--- src/rtl/divu_gen_if.sv ---
// Internal-bus (IBUS) connection for the divider register window.
// The CPU side is the master; the divider is the slave.
interface divu_gen_if;
    logic [31:0] IBUS_A;
    logic [31:0] IBUS_DI;
    logic [31:0] IBUS_DO;
    logic        IBUS_WE;
    logic        IBUS_REQ;
    logic        IBUS_BUSY;
    logic        IBUS_ACT;

    modport master (
        output IBUS_A, IBUS_DI, IBUS_WE, IBUS_REQ,
        input  IBUS_DO, IBUS_BUSY, IBUS_ACT
    );

    modport slave (
        input  IBUS_A, IBUS_DI, IBUS_WE, IBUS_REQ,
        output IBUS_DO, IBUS_BUSY, IBUS_ACT
    );
endinterface

--- src/rtl/divu_gen.sv ---
// Memory-mapped W/W and 2W/W integer divider (signed or unsigned).
// Uses restoring division, resolving BPS quotient bits per clock-enabled cycle.
module divu_gen #(
    parameter int          W         = 32,
    parameter int          BPS       = 1,
    parameter logic [31:0] BASE_ADDR = 32'hFFFFFF00
) (
    input  logic       CLK,
    input  logic       RST,
    input  logic       CE,
    divu_gen_if.slave  ibus,
    output logic       IRQ,
    output logic [7:0] VEC
);
    localparam int NSTEP = W / BPS;
    localparam int CW    = $clog2(NSTEP + 1);
    localparam logic [W-1:0] MIN_MAG = {1'b1, {(W-1){1'b0}}};
    localparam logic [W-1:0] MAX_POS = ~MIN_MAG;

    typedef enum logic [2:0] {S_IDLE, S_LOAD, S_ITER, S_FIX, S_WB} state_t;

    state_t          state_reg;
    logic [W-1:0]    dvsr_reg, dvdnth_reg, dvdntl_reg;
    logic [31:0]     vcrdiv_reg, do_reg;
    logic            ovf_reg, ovfie_reg, uns_reg, sat_reg;
    logic [W-1:0]    rem_reg, quo_reg, dvs_reg;
    logic            sgn_reg, qneg_reg, rneg_reg, pend_ovf_reg;
    logic [CW-1:0]   cnt_reg;

    logic            win_sel, busy_st, conflict, stall, acc, start;
    logic [2:0]      off;
    logic [31:0]     rd_data;
    logic            unused_ok;

    function automatic logic [31:0] ext32(input logic [W-1:0] v, input logic zext);
        logic [31:0] r;
        r        = {32{~zext & v[W-1]}};
        r[W-1:0] = v;
        return r;
    endfunction

    assign win_sel   = (ibus.IBUS_A[31:5] == BASE_ADDR[31:5]);
    assign off       = ibus.IBUS_A[4:2];
    assign busy_st   = (state_reg != S_IDLE);
    assign unused_ok = ^ibus.IBUS_A[1:0];

    // Operands and result registers are locked while a division is in flight;
    // only interrupt control, vector and DVCR reads pass through.
    always_comb begin
        conflict = 1'b1;
        case (off)
            3'd2:    conflict = ibus.IBUS_WE && (ibus.IBUS_DI[3:2] != {sat_reg, uns_reg});
            3'd3:    conflict = 1'b0;
            default: conflict = 1'b1;
        endcase
    end

    assign stall          = ibus.IBUS_REQ && win_sel && busy_st && conflict && !RST;
    assign acc            = CE && ibus.IBUS_REQ && win_sel && !stall;
    assign start          = acc && ibus.IBUS_WE && ((off == 3'd1) || (off == 3'd5));
    assign ibus.IBUS_BUSY = stall;
    assign ibus.IBUS_ACT  = win_sel;
    assign ibus.IBUS_DO   = do_reg;
    assign IRQ            = ovf_reg & ovfie_reg;
    assign VEC            = vcrdiv_reg[7:0];

    always_comb begin
        rd_data = '0;
        case (off)
            3'd0:             rd_data = ext32(dvsr_reg, uns_reg);
            3'd1, 3'd5, 3'd7: rd_data = ext32(dvdntl_reg, uns_reg);
            3'd2:             rd_data = {27'd0, busy_st, sat_reg, uns_reg, ovfie_reg, ovf_reg};
            3'd3:             rd_data = vcrdiv_reg;
            3'd4, 3'd6:       rd_data = ext32(dvdnth_reg, uns_reg);
            default:          rd_data = '0;
        endcase
    end

    // LOAD: operand magnitudes and the early overflow test (quotient cannot fit W bits).
    logic              dvd_neg, dvs_neg, load_ovf;
    logic [2*W-1:0]    dvd_full, dvd_mag;
    logic [W-1:0]      dvs_mag;

    assign dvd_neg  = ~uns_reg & dvdnth_reg[W-1];
    assign dvs_neg  = ~uns_reg & dvsr_reg[W-1];
    assign dvd_full = {dvdnth_reg, dvdntl_reg};
    assign dvd_mag  = dvd_neg ? -dvd_full : dvd_full;
    assign dvs_mag  = dvs_neg ? -dvsr_reg : dvsr_reg;
    assign load_ovf = (dvsr_reg == '0) || (dvd_mag[2*W-1:W] >= dvs_mag);

    // BPS chained restoring steps; rem stays below the divisor so each trial fits W+1 bits.
    genvar gi;
    generate
        for (gi = 0; gi < BPS; gi++) begin : g_step
            logic [W-1:0] rem_in, quo_in, rem_out, quo_out;
            logic [W:0]   trial;
            logic         take;
            if (gi == 0) begin : g_first
                assign rem_in = rem_reg;
                assign quo_in = quo_reg;
            end else begin : g_next
                assign rem_in = g_step[gi-1].rem_out;
                assign quo_in = g_step[gi-1].quo_out;
            end
            assign trial   = {rem_in, quo_in[W-1]};
            assign take    = (trial >= {1'b0, dvs_reg});
            assign rem_out = take ? (trial[W-1:0] - dvs_reg) : trial[W-1:0];
            assign quo_out = {quo_in[W-2:0], take};
        end
    endgenerate

    logic [W-1:0] iter_rem, iter_quo;
    logic         fix_ovf;
    logic [W-1:0] sat_val;

    assign iter_rem = g_step[BPS-1].rem_out;
    assign iter_quo = g_step[BPS-1].quo_out;
    assign fix_ovf  = sgn_reg && (qneg_reg ? (quo_reg > MIN_MAG) : quo_reg[W-1]);
    assign sat_val  = sgn_reg ? (qneg_reg ? MIN_MAG : MAX_POS) : '1;

    always_ff @(posedge CLK) begin
        if (RST) begin
            state_reg    <= S_IDLE;
            dvsr_reg     <= '0;
            dvdnth_reg   <= '0;
            dvdntl_reg   <= '0;
            vcrdiv_reg   <= '0;
            do_reg       <= '0;
            ovf_reg      <= 1'b0;
            ovfie_reg    <= 1'b0;
            uns_reg      <= 1'b0;
            sat_reg      <= 1'b0;
            rem_reg      <= '0;
            quo_reg      <= '0;
            dvs_reg      <= '0;
            sgn_reg      <= 1'b0;
            qneg_reg     <= 1'b0;
            rneg_reg     <= 1'b0;
            pend_ovf_reg <= 1'b0;
            cnt_reg      <= '0;
        end else if (CE) begin
            do_reg <= (acc && !ibus.IBUS_WE) ? rd_data : 32'd0;

            if (acc && ibus.IBUS_WE) begin
                case (off)
                    3'd0: dvsr_reg <= ibus.IBUS_DI[W-1:0];
                    3'd1: begin
                        dvdntl_reg <= ibus.IBUS_DI[W-1:0];
                        dvdnth_reg <= {W{~uns_reg & ibus.IBUS_DI[W-1]}};
                    end
                    3'd2: begin
                        ovf_reg   <= ovf_reg & ibus.IBUS_DI[0];
                        ovfie_reg <= ibus.IBUS_DI[1];
                        uns_reg   <= ibus.IBUS_DI[2];
                        sat_reg   <= ibus.IBUS_DI[3];
                    end
                    3'd3:    vcrdiv_reg <= ibus.IBUS_DI;
                    3'd4:    dvdnth_reg <= ibus.IBUS_DI[W-1:0];
                    3'd5:    dvdntl_reg <= ibus.IBUS_DI[W-1:0];
                    default: ;
                endcase
            end

            case (state_reg)
                S_IDLE: if (start) state_reg <= S_LOAD;
                S_LOAD: begin
                    rem_reg      <= dvd_mag[2*W-1:W];
                    quo_reg      <= dvd_mag[W-1:0];
                    dvs_reg      <= dvs_mag;
                    sgn_reg      <= ~uns_reg;
                    qneg_reg     <= dvd_neg ^ dvs_neg;
                    rneg_reg     <= dvd_neg;
                    pend_ovf_reg <= load_ovf;
                    cnt_reg      <= '0;
                    state_reg    <= load_ovf ? S_WB : S_ITER;
                end
                S_ITER: begin
                    rem_reg <= iter_rem;
                    quo_reg <= iter_quo;
                    cnt_reg <= cnt_reg + 1'b1;
                    if (cnt_reg == CW'(NSTEP - 1)) state_reg <= S_FIX;
                end
                S_FIX: begin
                    if (sgn_reg) begin
                        quo_reg <= qneg_reg ? -quo_reg : quo_reg;
                        rem_reg <= rneg_reg ? -rem_reg : rem_reg;
                    end
                    pend_ovf_reg <= fix_ovf;
                    state_reg    <= S_WB;
                end
                S_WB: begin
                    // Placed after the CPU write so a hardware OVF set beats a same-cycle clear.
                    if (!pend_ovf_reg) begin
                        dvdntl_reg <= quo_reg;
                        dvdnth_reg <= rem_reg;
                    end else begin
                        ovf_reg <= 1'b1;
                        if (sat_reg) dvdntl_reg <= sat_val;
                    end
                    state_reg <= S_IDLE;
                end
                default: state_reg <= S_IDLE;
            endcase
        end
    end
endmodule
--- src/flat_wrapper.sv ---
// flat-port wrapper written by rule: the top's interface ports become plain ports
module divu_gen_flat 
#(
    parameter int          W         = 32,
    parameter int          BPS       = 1,
    parameter logic [31:0] BASE_ADDR = 32'hFFFFFF00
)
  (CLK, RST, CE, IRQ, VEC, ibus_IBUS_A, ibus_IBUS_DI, ibus_IBUS_WE, ibus_IBUS_REQ, ibus_IBUS_DO, ibus_IBUS_BUSY, ibus_IBUS_ACT);
  divu_gen_if ibus_i ();
  input  logic CLK;
  input  logic RST;
  input  logic CE;
  output logic IRQ;
  output logic [7:0] VEC;
  input wire logic [$bits(ibus_i.IBUS_A)-1:0] ibus_IBUS_A;
  input wire logic [$bits(ibus_i.IBUS_DI)-1:0] ibus_IBUS_DI;
  input wire logic [$bits(ibus_i.IBUS_WE)-1:0] ibus_IBUS_WE;
  input wire logic [$bits(ibus_i.IBUS_REQ)-1:0] ibus_IBUS_REQ;
  output wire logic [$bits(ibus_i.IBUS_DO)-1:0] ibus_IBUS_DO;
  output wire logic [$bits(ibus_i.IBUS_BUSY)-1:0] ibus_IBUS_BUSY;
  output wire logic [$bits(ibus_i.IBUS_ACT)-1:0] ibus_IBUS_ACT;
  assign ibus_i.IBUS_A = ibus_IBUS_A;
  assign ibus_i.IBUS_DI = ibus_IBUS_DI;
  assign ibus_i.IBUS_WE = ibus_IBUS_WE;
  assign ibus_i.IBUS_REQ = ibus_IBUS_REQ;
  assign ibus_IBUS_DO = ibus_i.IBUS_DO;
  assign ibus_IBUS_BUSY = ibus_i.IBUS_BUSY;
  assign ibus_IBUS_ACT = ibus_i.IBUS_ACT;
  divu_gen #(.W(W), .BPS(BPS), .BASE_ADDR(BASE_ADDR)) u_core (.CLK(CLK), .RST(RST), .CE(CE), .ibus(ibus_i), .IRQ(IRQ), .VEC(VEC));
endmodule
--- config.mk ---
export PLATFORM = sky130hd
export DESIGN_NAME = divu_gen_flat
export DESIGN_NICKNAME = d
export VERILOG_FILES = /design/src/rtl/divu_gen_if.sv /design/src/rtl/divu_gen.sv /design/src/flat_wrapper.sv
export SDC_FILE = /design/constraint.sdc
export NUM_CORES = 1
export LEC_CHECK = 0
export CELL_PAD_IN_SITES_DETAIL_PLACEMENT = 2
export CELL_PAD_IN_SITES_GLOBAL_PLACEMENT = 2
export CORE_MARGIN = 3
export CORE_UTILIZATION = 35
export CTS_CLUSTER_DIAMETER = 30
export DETAILED_ROUTE_END_ITERATION = 8
export GPL_TIMING_DRIVEN = 0
export PLACE_DENSITY = 0.8
export SLEW_MARGIN = 20
export SYNTH_ARGS = -nofsm -noshare
export SYNTH_HDL_FRONTEND = slang
export SYNTH_SLANG_ARGS = --single-unit
--- constraint.sdc ---
create_clock -name CLK -period 4.8 [get_ports CLK]
set_input_delay 0.96 -clock CLK [delete_from_list [all_inputs] [get_ports CLK]]
set_output_delay 0.96 -clock CLK [all_outputs]
set_load 0.005 [all_outputs]
# Word-level counts from Yosys, hierarchy flattened
# Cells that the tools add are included.
dict set report op_classes {
  addsub 6
  n_lt_le_gt_ge 3
  n_eq_ne 19
  n_mux 34
  n_bitwise 7
  reduce_logical 36
}
# operator count
set ops {}
lappend ops {{32-bit two-way mux} 17}
lappend ops {{32-bit one-hot mux with 3 select lines} 2}
lappend ops {{32-bit one-hot mux with 5 select lines} 1}
lappend ops {{32-bit negation} 3}
lappend ops {{64-bit two-way mux} 1}
lappend ops {{64-bit negation} 1}
lappend ops {{32-bit one-hot mux with 2 select lines} 1}
lappend ops {{33-bit by 32-bit greater-or-equal comparator with 1-bit output} 1}
lappend ops {{32-bit greater-or-equal comparator} 1}
lappend ops {{32-bit greater-than comparator, second input constant} 1}
lappend ops {{32-bit logical NOT} 1}
lappend ops {{32-bit subtractor} 1}
lappend ops {{27-bit == test, second input constant} 1}
lappend ops {{3-bit == test, second input constant} 5}
lappend ops {{3-bit by 2-bit == test with 1-bit output, second input constant} 4}
lappend ops {{1-bit logical AND} 12}
lappend ops {{3-bit one-hot mux with 4 select lines} 1}
lappend ops {{6-bit one-hot mux with 2 select lines} 1}
lappend ops {{3-bit AND reduction} 4}
lappend ops {{2-bit by 1-bit inequality test with 1-bit output, second input constant} 5}
lappend ops {{3-bit two-way mux} 3}
lappend ops {{4-bit AND reduction} 2}
lappend ops {{6-bit by 1-bit adder with 6-bit output, second input constant} 1}
lappend ops {{3-bit by 1-bit == test with 1-bit output, second input constant} 2}
lappend ops {{15 further kinds} 33}
dict set report word_totals {
  reg_bits 273
  in_bits 69
  out_inout_bits 43
  word_cells 123
}

# Longest topological paths before layout
# Gate-level depths: netlist of the first run.
dict set report depth {
  word_depth 12
  depth_mapped 18
  ltp_nobuf 18
}

# Least setup slack after synthesis of the first run
# Ideal clock, no wire load.
dict set report synth_path {
  path_kind {register to register}
  start {register u_core.dvdntl_reg[0]}
  end {register u_core.pend_ovf_reg}
  setup_time_ns 0.149
  t_arrival_ns 3.606
  required_time_ns 4.651
  setup_slack_ns 1.045
  path_stages_with_launch 18
  path_buffers 0
  synth_period_minus_slack_ns 3.755
  path_cell_list {dfxtp_1 -> inv_1 -> ha_1 -> or3b_2 -> nor4_2 -> and3b_1 -> nand3_1 -> o21ai_0 -> xnor2_1 -> ha_1 -> and4_1 -> a21oi_1 -> nand2_1 -> a221o_1 -> a31oi_1 -> o31ai_1 -> a21oi_1 -> o311ai_0}
}
dict set report synth_between {
  elab_chain_len 5
}
# item line
set synth_lines {}
lappend synth_lines {{from (decl)} divu_gen.sv:23} ;# logic [W-1:0] dvsr_reg, dvdnth_reg, dvdntl_reg;
lappend synth_lines {{from (signal assigned)} divu_gen.sv:148} ;# dvdntl_reg <= ibus.IBUS_DI[W-1:0];
lappend synth_lines {{from (signal assigned)} divu_gen.sv:159} ;# 3'd5: dvdntl_reg <= ibus.IBUS_DI[W-1:0];
lappend synth_lines {{from (signal assigned)} divu_gen.sv:194} ;# dvdntl_reg <= quo_reg;
lappend synth_lines {{64-bit negation} divu_gen.sv:87} ;# assign dvd_mag = dvd_neg ? -dvd_full : dvd_full;
lappend synth_lines {{64-bit two-way mux} divu_gen.sv:87}
lappend synth_lines {{32-bit greater-or-equal comparator} divu_gen.sv:89} ;# assign load_ovf = (dvsr_reg == '0) || (dvd_mag[2*W-1:W] >= dvs_mag);
lappend synth_lines {{1-bit logical OR} divu_gen.sv:89}
lappend synth_lines {{1-bit one-hot mux with 2 select lines} divu_gen.sv:164} ;# case (state_reg)
lappend synth_lines {{to (signal assigned)} divu_gen.sv:173} ;# pend_ovf_reg <= load_ovf;
lappend synth_lines {{to (signal assigned)} divu_gen.sv:188} ;# pend_ovf_reg <= fix_ovf;
lappend synth_lines {{to (decl)} divu_gen.sv:27} ;# logic sgn_reg, qneg_reg, rneg_reg, pend_ovf_reg;
# No other way between the ends.
# A chain may end at the register's enable or synchronous reset.

# Worst setup path after layout of the first run
dict set report layout_path {
  start {register u_core.dvdntl_reg[17]}
  end {register u_core.pend_ovf_reg}
}
# Same word-level chain as after synthesis.

==> results of run 1 <==
[routing by layer]
metal,vias up,part of all wire
li1,10024,-
met1,11868,0.41
met2,1189,0.44
met3,310,0.084
met4,0,0.073
met5,-,0
[critical path, stage by stage, from the launching register on]
cell                       delay, ns
sky130_fd_sc_hd__dfxtp_1        0.42
sky130_fd_sc_hd__or4_1          0.68
sky130_fd_sc_hd__nor4_4         0.31
sky130_fd_sc_hd__nor2b_2        0.42
sky130_fd_sc_hd__and4_1         0.25
sky130_fd_sc_hd__buf_2          0.20
sky130_fd_sc_hd__a21oi_1        0.13
sky130_fd_sc_hd__xnor2_2        0.34
sky130_fd_sc_hd__inv_1          0.10
sky130_fd_sc_hd__ha_1           0.32
sky130_fd_sc_hd__nand4_1        0.19
sky130_fd_sc_hd__nor3_2         0.24
sky130_fd_sc_hd__nand3_1        0.21
sky130_fd_sc_hd__o31ai_4        0.33
sky130_fd_sc_hd__a21oi_1        0.14
sky130_fd_sc_hd__o311ai_0       0.37
[Yosys cell counts, drive strengths merged, types with 4 or more instances]
cell type,instances
nand3,31
clkbuf,189
a21oi,368
a21o,27
o22ai,37
or3,20
o21ai,158
o31ai,18
dfxtp,273
mux2i,29
a22oi,41
o311ai,5
a311oi,7
o211ai,37
inv,78
a221o,6
and3,4
nand2b,20
nor4,32
nor3,71
o41ai,10
or2,7
a221oi,31
or3b,27
nand3b,13
nor2,331
a211oi,95
xnor2,98
nand4,22
ha,69
xor2,51
nand2,270
nor2b,7
buf,37
o21a,7
nor3b,14
or4,13
o21bai,12
mux2,11
a31oi,19
and2,8
a222oi,12
[final timing paths]
kind	from	endpoint	slack, ns	depth (start not counted)
setup reg to reg	u_core.dvdntl_reg[17]$_SDFFE_PP0P_	u_core.pend_ovf_reg$_SDFFE_PP0P_	0.005	15
hold / removal	u_core.vcrdiv_reg[14]$_SDFFE_PP0P_	u_core.vcrdiv_reg[14]$_SDFFE_PP0P_	0.47	2
hold reg to reg	u_core.vcrdiv_reg[14]$_SDFFE_PP0P_	u_core.vcrdiv_reg[14]$_SDFFE_PP0P_	0.47	2
setup / recovery	u_core.dvdntl_reg[17]$_SDFFE_PP0P_	u_core.pend_ovf_reg$_SDFFE_PP0P_	0.005	15
[area by class of cell]
type	count	area, um2
repair buffers	116	1141
fillers	6124	29520
diodes	1	2.502
inverters	78	292.8
plain buffers	226	924.6
multi-input cells	2078	12750
well taps	696	870.8
flip-flops and latches	273	5465
clock buffers	116	2422
clock inverters	38	629.4
[logic make-up after synthesis]
| logic type | synth area share |
|---|---|
| AO/OA/AOI/OAI | 0.2961 |
| flip-flops | 0.2848 |
| AND/OR/NAND/NOR | 0.2204 |
| XOR/XNOR | 0.06801 |
| multiplexers | 0.02158 |
| adder cells (fa/ha/maj) | 0.04604 |
| buffers and inverters | 0.06299 |
[power breakdown]
| part | internal, mW | switching, mW | total (mW) |
|---|---|---|---|
| Combinational | 0.218 | 0.515 | 0.732 |
| Sequential | 2.29 | 0.0339 | 2.33 |
| Clock | 4.25 | 1.81 | 6.07 |
| Total | 6.77 | 2.36 | 9.13 |
[what timing repair did]
| action | CTS | global route |
|---|---|---|
| pin swaps | 1 | 3 |
| buffers inserted | 2 | 6 |
| resized for setup | 22 | 26 |
| setup endpoints to repair | 3 | 3 |
| endpoints found under the hold margin | 0 | 0 |
| hold buffers | 0 | 0 |
[metrics by stage]
stage          instances  hold slack, ns    util
6_report            3622          0.4662  0.4535
5_1_grt             3621          0.4762  0.4535
4_1_cts             3615          0.4680  0.4501
3_5_place_dp        3459          0.4520  0.3913
3_3_place_gp        3459          0.4381  0.3913
2_1_floorplan       2655          0.4319       -
==> impl_table.tex, run 1 <==
\begin{tabular}{lr}
\hline
Metric & Value \\
\hline
\multicolumn{2}{l}{\textbf{Detailed routing}} \\
Drt drc & 0 \\
Final WL & about 120000 um \\
Count of vias placed by the detailed router & between 20000 and 25000 \\
First-pass iteration count of the detailed router & 7 \\
Number of nets with antenna violations after routing & 0 \\
Detailed router's first-iteration violation count & roughly 2300 \\
Via density per instance & 6.458 \\
Wire length per cell after detailed routing & 32.74 um \\
\multicolumn{2}{l}{\textbf{Pwr}} \\
VDD IR-drop max & $\sim$0.00036 V \\
Leakage power total & around 9 nW \\
Overall power of the completed layout & 9.126 mW \\
Ratio of total power to cell area & between 300 and 400 mW/mm2 \\
\multicolumn{2}{l}{\textbf{Die}} \\
I/O pin total & 112 \\
Number of rows in the core area & 85 \\
Overall die area & 0.05766 mm2 \\
Width of the die & between 200 and 250 um \\
Starting Density & 0.3551 \\
Overall die height & approximately 240 um \\
Core box area & 0.05403 mm2 \\
\multicolumn{2}{l}{\textbf{Clocking}} \\
Clock tree from TritonCTS & built \\
CTS sink count & 273 \\
Insertion delay to the later sink of the worst-skew pair & 0.63 ns \\
TritonCTS Buffers & a little over 80 \\
Clock input transition at the sequential cells of the worst setup and hold paths & about 0.04 ns \\
Maximum root-to-sink buffer count & 3 \\
Root buffer cell & sky130\_fd\_sc\_hd\_\_clkbuf\_16 \\
Level count of the clock H-tree & 3 \\
\multicolumn{2}{l}{\textbf{GRT}} \\
Aggregate global-route resource usage & 0.4000 \\
Largest net degree at the start of global routing & 13 \\
Initial antenna violation count & 2 \\
Met3 track demand over resource & 0.07387 \\
Total grt overflow & 0 \\
Number of global-route vias before repair & 24827 \\
First-pass GRT wire length & between 150000 and 200000 um \\
Layer with the highest usage after global routing & met2 \\
Met2 capacity usage during global routing & 0.6158 \\
Global routing met1 resource utilization & 0.5101 \\
\multicolumn{2}{l}{\textbf{Yosys}} \\
Sequential share of the synthesized area & 0.2848 \\
Leading register cell type out of synthesis & sky130\_fd\_sc\_hd\_\_dfxtp\_1 \\
Total standard cell area after synthesis & 0.01919 mm2 \\
Proportion of netlist area held by the largest area contributor & 0.2848 \\
Synth cell types & 79 \\
Yosys reg bits & between 200 and 300 \\
Cell count after synthesis & around 2700 \\
Top post-synthesis cells by area & sky130\_fd\_sc\_hd\_\_dfxtp\_1 (28\%), sky130\_fd\_sc\_hd\_\_a21oi\_1 (9.6\%), sky130\_fd\_sc\_hd\_\_nor2\_1 (6.5\%) \\
Area leader, netlist & sky130\_fd\_sc\_hd\_\_dfxtp\_1 \\
EDFF count, synth & 0 \\
Net count of the mapped netlist & between 2000 and 3000 \\
Mean instance size in the synthesized netlist & just over 7 um2 \\
Count of warnings emitted by yosys & 0 \\
Fraction of registers with async set or reset after synthesis & 0 \\
\multicolumn{2}{l}{\textbf{Run}} \\
Maximum capacitance violations & 0 \\
\multicolumn{2}{l}{\textbf{Cells and area}} \\
Post-layout nets & 2995 \\
Most used cells in the layout excluding fill and tap cells & sky130\_fd\_sc\_hd\_\_a21oi\_1 (368), sky130\_fd\_sc\_hd\_\_nor2\_1 (330), sky130\_fd\_sc\_hd\_\_dfxtp\_1 (273), sky130\_fd\_sc\_hd\_\_nand2\_1 (270), sky130\_fd\_sc\_hd\_\_clkbuf\_1 (194) \\
Most frequent standard cell in the layout excluding fill and tap cells & sky130\_fd\_sc\_hd\_\_a21oi\_1 \\
Cell area after layout & 0.02450 mm2 \\
Fraction of layout cells with a size suffix above 1 & 0.09538 \\
Relative area change from synthesis to final layout & 27.70\% \\
\multicolumn{2}{l}{\textbf{STA}} \\
Transition time at the pin with the least slew margin & 1.125 ns \\
Tcrit/Tclk final & 0.9989 \\
F\_max & around 0.21 GHz \\
Endpoints failing hold & 0 \\
Post-route worst setup slack & 0.005287 ns \\
Skew final & around 0.038 ns \\
Headroom to the max-slew limit & 0.2441 \\
Total of endpoints with negative setup slack in the final report & 0 \\
Minimum clock period after layout & 4.795 ns \\
Setup TNS & 0 ns \\
Final Max Slew Viols & 0 \\
\multicolumn{2}{l}{\textbf{Critical path}} \\
Capturing element type of the critical path & register \\
Arrival @ worst endpoint & about 5.3 ns \\
Required time reported for the critical path endpoint & between 5 and 6 ns \\
Critical Path Fanout Max & 8 \\
Worst Setup Start Kind & register \\
Setup Crit Path Kind & register to register \\
\multicolumn{2}{l}{\textbf{Place}} \\
Number of buffers inserted by port buffering & 108 \\
Worst Setup Slack post-DPL & -0.6785 ns \\
Placed instance area & 0.02114 mm2 \\
Detail Placement HPWL & around 85000 um \\
Routability congestion estimate from global placement & roughly 1.1 \\
\multicolumn{2}{l}{\textbf{Hold path}} \\
Worst min path class & register to register \\
\multicolumn{2}{l}{\textbf{Outcome}} \\
Result of the run & complete, no violations \\
\hline
\end{tabular}
(Power assumes the default switching activity.)
==> inputs of run 2 (changes only) <==
--- a/config.mk
+++ b/config.mk
@@ -5,6 +5,7 @@
 export SDC_FILE = /design/constraint.sdc
 export NUM_CORES = 1
 export LEC_CHECK = 0
+export ABC_CLOCK_PERIOD_IN_PS = 4800
 export CELL_PAD_IN_SITES_DETAIL_PLACEMENT = 2
 export CELL_PAD_IN_SITES_GLOBAL_PLACEMENT = 2
 export CORE_MARGIN = 3
==> results of run 2 <==
No change in the layout: final DEF, timing and power equal those of run 1.
